--- src/rtl/uart_tx_arbiter.sv ---
// uart_tx_arbiter
// Lets NUM_REQ independent byte sources share one UART transmitter byte
// interface. Ownership rotates round-robin and a granted requester keeps the
// transmitter until it sends a byte flagged last, drops its valid, or has sent
// MAX_BURST bytes.
// Optional feature: define UART_ARB_TIMEOUT_EN to add a watchdog that aborts a
// byte whose tx_done_i does not arrive within TIMEOUT_CYCLES cycles of WAIT.
// Without the macro, err_timeout_o is tied low and WAIT has no time limit.
module uart_tx_arbiter #(
    parameter int NUM_REQ        = 4,
    parameter int MAX_BURST      = 8,
    parameter int TIMEOUT_CYCLES = 65535
) (
    input  logic                   clk_i,
    input  logic                   rst_i,
    input  logic [NUM_REQ-1:0]     req_valid_i,
    input  logic [8*NUM_REQ-1:0]   req_data_i,
    input  logic [NUM_REQ-1:0]     req_last_i,
    output logic [NUM_REQ-1:0]     req_ready_o,
    output logic [NUM_REQ-1:0]     grant_o,
    output logic [7:0]             tx_data_o,
    output logic                   tx_start_o,
    input  logic                   tx_done_i,
    output logic                   busy_o,
    output logic                   err_timeout_o
);

    localparam int IDX_W  = $clog2(NUM_REQ);
    localparam int BEAT_W = $clog2(MAX_BURST + 1);

    // Unsupported parameter values stop elaboration instead of building
    // hardware that silently misbehaves.
    if (NUM_REQ < 2 || NUM_REQ > 8) begin : g_badNumReq
        $error("uart_tx_arbiter: NUM_REQ must be in 2..8");
    end
    if (MAX_BURST < 1 || MAX_BURST > 255) begin : g_badMaxBurst
        $error("uart_tx_arbiter: MAX_BURST must be in 1..255");
    end
    if (TIMEOUT_CYCLES < 1) begin : g_badTimeout
        $error("uart_tx_arbiter: TIMEOUT_CYCLES must be at least 1");
    end

    typedef enum logic [1:0] {
        ST_IDLE = 2'd0,
        ST_LOAD = 2'd1,
        ST_WAIT = 2'd2
    } state_t;

    state_t              r_state;
    logic [IDX_W-1:0]    r_owner;
    logic [IDX_W-1:0]    r_lastOwner;
    logic [BEAT_W-1:0]   r_beatCount;
    logic                r_lastFlag;
    logic [NUM_REQ-1:0]  r_grant;
    logic [7:0]          r_txData;
    logic                r_txStart;

    logic                w_anyValid;
    logic [IDX_W-1:0]    w_pickIdx;
    logic [IDX_W-1:0]    w_cand;
    logic [BEAT_W-1:0]   w_beatNext;
    logic                w_doneSeen;

`ifdef UART_ARB_TIMEOUT_EN
    localparam int WD_W = $clog2(TIMEOUT_CYCLES + 1);

    logic [WD_W-1:0]     r_wdCount;
    logic                r_errTimeout;
`endif

    // Rotating-priority pick: scan from the lowest priority upward so the
    // requester right after the previous owner wins when several are valid.
    always_comb begin
        w_anyValid = 1'b0;
        w_pickIdx  = '0;
        w_cand     = '0;
        for (int i = NUM_REQ; i >= 1; i--) begin
            w_cand = IDX_W'((int'(r_lastOwner) + i) % NUM_REQ);
            if (req_valid_i[w_cand]) begin
                w_anyValid = 1'b1;
                w_pickIdx  = w_cand;
            end
        end
    end

    // A done pulse that coincides with our own start pulse belongs to no byte
    // of ours, so it is masked out here.
    always_comb begin
        w_doneSeen = tx_done_i && !r_txStart;
        w_beatNext = r_beatCount + BEAT_W'(1);
    end

    // Main FSM: arbitration in IDLE, byte capture in LOAD, completion and
    // burst accounting in WAIT.
    always_ff @(posedge clk_i) begin
        if (rst_i) begin
            r_state      <= ST_IDLE;
            r_owner      <= '0;
            r_lastOwner  <= IDX_W'(NUM_REQ - 1);
            r_beatCount  <= '0;
            r_lastFlag   <= 1'b0;
            r_grant      <= '0;
            r_txData     <= 8'h00;
            r_txStart    <= 1'b0;
`ifdef UART_ARB_TIMEOUT_EN
            r_wdCount    <= '0;
            r_errTimeout <= 1'b0;
`endif
        end else begin
            r_txStart    <= 1'b0;
`ifdef UART_ARB_TIMEOUT_EN
            r_errTimeout <= 1'b0;
`endif
            case (r_state)
                ST_IDLE: begin
                    if (w_anyValid) begin
                        r_owner     <= w_pickIdx;
                        r_grant     <= NUM_REQ'(1) << w_pickIdx;
                        r_beatCount <= '0;
                        r_state     <= ST_LOAD;
                    end
                end

                ST_LOAD: begin
                    if (req_valid_i[r_owner]) begin
                        r_txData   <= req_data_i[{r_owner, 3'b000} +: 8];
                        r_lastFlag <= req_last_i[r_owner];
                        r_txStart  <= 1'b1;
                        r_state    <= ST_WAIT;
`ifdef UART_ARB_TIMEOUT_EN
                        r_wdCount  <= '0;
`endif
                    end else begin
                        r_lastOwner <= r_owner;
                        r_grant     <= '0;
                        r_state     <= ST_IDLE;
                    end
                end

                ST_WAIT: begin
`ifdef UART_ARB_TIMEOUT_EN
                    r_wdCount <= r_wdCount + WD_W'(1);
`endif
                    if (w_doneSeen) begin
                        r_beatCount <= w_beatNext;
                        if (r_lastFlag || (w_beatNext == BEAT_W'(MAX_BURST))) begin
                            r_lastOwner <= r_owner;
                            r_grant     <= '0;
                            r_state     <= ST_IDLE;
                        end else begin
                            r_state     <= ST_LOAD;
                        end
                    end
`ifdef UART_ARB_TIMEOUT_EN
                    else if (r_wdCount == WD_W'(TIMEOUT_CYCLES - 1)) begin
                        r_errTimeout <= 1'b1;
                        r_lastOwner  <= r_owner;
                        r_grant      <= '0;
                        r_state      <= ST_IDLE;
                    end
`endif
                end

                default: begin
                    r_state <= ST_IDLE;
                end
            endcase
        end
    end

    assign grant_o     = r_grant;
    assign req_ready_o = (r_state == ST_LOAD) ? r_grant : '0;
    assign tx_data_o   = r_txData;
    assign tx_start_o  = r_txStart;
    assign busy_o      = (r_state != ST_IDLE);

`ifdef UART_ARB_TIMEOUT_EN
    assign err_timeout_o = r_errTimeout;
`else
    assign err_timeout_o = 1'b0;
`endif

endmodule
--- config.mk ---
export PLATFORM = sky130hd
export DESIGN_NAME = uart_tx_arbiter
export DESIGN_NICKNAME = d
export VERILOG_FILES = /design/src/rtl/uart_tx_arbiter.sv
export SDC_FILE = /design/constraint.sdc
export NUM_CORES = 1
export LEC_CHECK = 0
export CORE_MARGIN = 5
export CORE_UTILIZATION = 45
export DETAILED_ROUTE_END_ITERATION = 7
export PLACE_DENSITY = 0.84
export SKIP_LAST_GASP = 1
export SLEW_MARGIN = 20
export SYNTH_ARGS = -nofsm -noshare
export SYNTH_HDL_FRONTEND = slang
export SYNTH_SLANG_ARGS = --single-unit
export TNS_END_PERCENT = 20
--- constraint.sdc ---
create_clock -name clk_i -period 3.4 [get_ports clk_i]
set_input_delay 0.68 -clock clk_i [delete_from_list [all_inputs] [get_ports clk_i]]
set_output_delay 0.68 -clock clk_i [all_outputs]
set_load 0.02 [all_outputs]
==> results.md <==
* Fin nets at 254
* Synthesized area per cell at 9.87 um^2
* Clk root buf: clkbuf_4
* Worst Path Required at 2720 ps
* First-pass GRT wire length at 6.07 mm
* Slew Viols, Final at 0
* # hold bufs at CTS at 0
* Final hold vios at 0
* Clock H-tree levels at 1
* Crit-path max FO at 7
* Via count at 1330
* FF+latch count, synth at 24
* GRT Util Overall at 0.175
* Port Buffers at 60
* Cell Pwr Density at 503 nW/um^2
* Tightest Pin Transition at 577 ps
* Type of origin of the critical path: register
* Setup-failing EPs final at 0
* YS warnings at 0
* Filler instances at 240
* Post-DP HPWL at 2.92 mm
* Syn Inst Count at 147
* Chip Height at 66.8 um
* Synthesized area at 1450 um^2
* Peak supply drop at 0.000213 V
* Area grow syn2layout at 44.6%
* Min-delay worst type: reg -> reg
* Critical path class: reg -> out
* Post-CTS Setup Bufs at 0
* Vias in the first global route at 1443
* Initial Utilization at 0.472
* TNS Setup at 0 ps
* GRT overflow at 0
* DR iter-0 viols at 63
* Max Cap Viol at 0
* Initial antenna violation count at 0
* Die ar. at 4460 um^2
* Yosys cell types at 40
* Final period util at 0.729
* Post-CTS sizing at 0
* Post-route ant nets at 0
* Layout cells sized above 1 at 0.108
* DRC at 0
* Mapped Nets at 195
* Cell taking the most area after synthesis: dfxtp_1
* Max Fclk at 0.403 GHz
* WL per Instance at 14.4 um
* # diodes at 0
* CTS tree: done
* Rel. slew slack at 0.613
* Via density at 5.36
* Detailed-route wire length at 3.58 mm
* Ranking of synthesized cells by area: dfxtp_1 (33%), mux4_2 (16%), mux2i_1 (11%)
* Unrepaired setup endpoints after global routing: false
* Clock latency on the worst-skew pair at 300 ps
* Crit path DAT at 1800 ps
* Clk_skew at 7.04 ps
* CP endpoint kind: primary output
* Boundary pin count at 62
* Buffer depth of the longest clock path at 2
* Leak at 0.000828 uW
* CTS Sinks at 24
* Seq/Total Area, Yosys at 0.331
* Core Area at 3080 um^2
* TritonCTS buffer count at 3
* Placer Congestion at 0.778
* Row Count at 20
* Pwr Total at 1060 uW
* Clock-pin transition on the worst setup and hold timing paths at 120 ps
* Min Tclk post-route at 2480 ps
* Synth top area share at 0.331
* Status: finished, final reports clean
* Pre-Repair DR Iteration Count at 4
* Chip width at 66.8 um
* Largest net degree at the start of global routing at 30
==> where the power goes <==
part | switching, uW | internal, uW | total [uW]
Sequential | 52.5 | 337 | 389
Combinational | 257 | 290 | 547
Clock | 77.2 | 41.2 | 118
Total | 387 | 668 | 1060
==> cells in the final DEF (no fill, tap or decap), types with 2 or more instances in the layout <==
cell	instances
nand3b_1	4
nand3_1	2
buf_4	2
clkbuf_4	3
a211oi_1	3
a21oi_1	5
nor2_1	23
inv_1	5
nand2_1	8
nand2b_1	6
mux4_2	10
clkdlybuf4s50_1	60
ha_1	5
and2_1	4
dfxtp_1	24
mux2i_1	16
o21ai_1	2
==> per-layer routing <==
layer,part of all wire,GRT usage,vias up
li1,-,-,645
met1,0.41,0.190,635
met2,0.51,0.319,48
met3,0.078,0.0523,2
met4,0.0081,0.0584,0
met5,0,0,-
==> critical path, cell delays in order, from the launching register on <==
cell	delay, ps
dfxtp_1	360
inv_1	80
ha_1	290
and2_1	160
clkdlybuf4s50_1	600
==> logic make-up after synthesis <==
kind of cell / count (synthesis) / share of synthesized area
buffers and inverters: 14 / 0.0474
DFF: 24 / 0.331
adders and majority gates: 5 / 0.0431
muxes: 26 / 0.266
xor gates and xnor gates: 1 / 0.00604
and+or+nand+nor: 55 / 0.195
AOI/OAI and AO/OA: 21 / 0.109
other: 1 / 0.00258
==> Yosys cell counts <==
cell / number
nand2_1: 8
inv_1: 5
a32oi_1: 1
nand2_2: 1
buf_6: 1
or2b_1: 1
buf_4: 2
a211oi_2: 1
ha_1: 5
nor4_2: 1
nand2b_1: 6
o211ai_1: 1
nor2_1: 23
nand3b_1: 4
xor2_1: 1
inv_2: 1
o221ai_1: 1
and2_1: 4
o311ai_1: 1
nand3_2: 1
nor2b_1: 1
o21ai_1: 2
or4_1: 1
mux2i_1: 16
mux4_2: 10
o32ai_1: 1
dfxtp_1: 24
o221a_2: 1
nor3_1: 1
and3b_1: 1
clkbuf_1: 4
a21oi_1: 5
conb_1: 1
o31a_1: 1
a21o_1: 1
nand3_1: 2
a211oi_1: 3
a22oi_2: 1
o22ai_1: 1
buf_2: 1
==> sequential cells by signal, indices dropped and copies added (netlist names) <==
signal	flops
tx_start_o	1
r_beatCount	4
r_state	2
r_lastFlag	1
r_owner	2
grant_o	4
r_lastOwner	2
tx_data_o	8
==> cell type report <==
| cell class | instances | area, um^2 | share of cell area |
|---|---|---|---|
| Multi-Input combinational cell | 109 | 902 | 0.430 |
| Timing Repair Buffer | 62 | 616 | 0.293 |
| Sequential cell | 24 | 480 | 0.229 |
| Tap cell | 44 | 55.1 | 0.0262 |
| Clock buffer | 3 | 22.5 | 0.0107 |
| Inverter | 6 | 22.5 | 0.0107 |
==> final timing paths <==
path / start / end / slack, ps / cells past startpoint
setup / recovery: r_state[1] / req_ready_o[0] / 920 / 4
hold / removal: r_beatCount[0] / r_beatCount[0] / 510 / 2
setup reg to reg: r_owner[0] / r_lastOwner[1] / 1490 / 5
hold reg to reg: r_beatCount[0] / r_beatCount[0] / 510 / 2
==> per-stage QoR <==
step	cell area, um^2	utilization	hold slack, ps	setup slack (ps)	cells
after floorplan	1450	-	467	1640	147
after global placement	2080	0.674	474	949	245
after detailed placement	2080	0.674	489	861	245
after CTS	2100	0.682	514	897	248
after global routing	2100	0.682	542	790	248
final	2100	0.682	513	921	248
(Power assumes the default switching activity.)
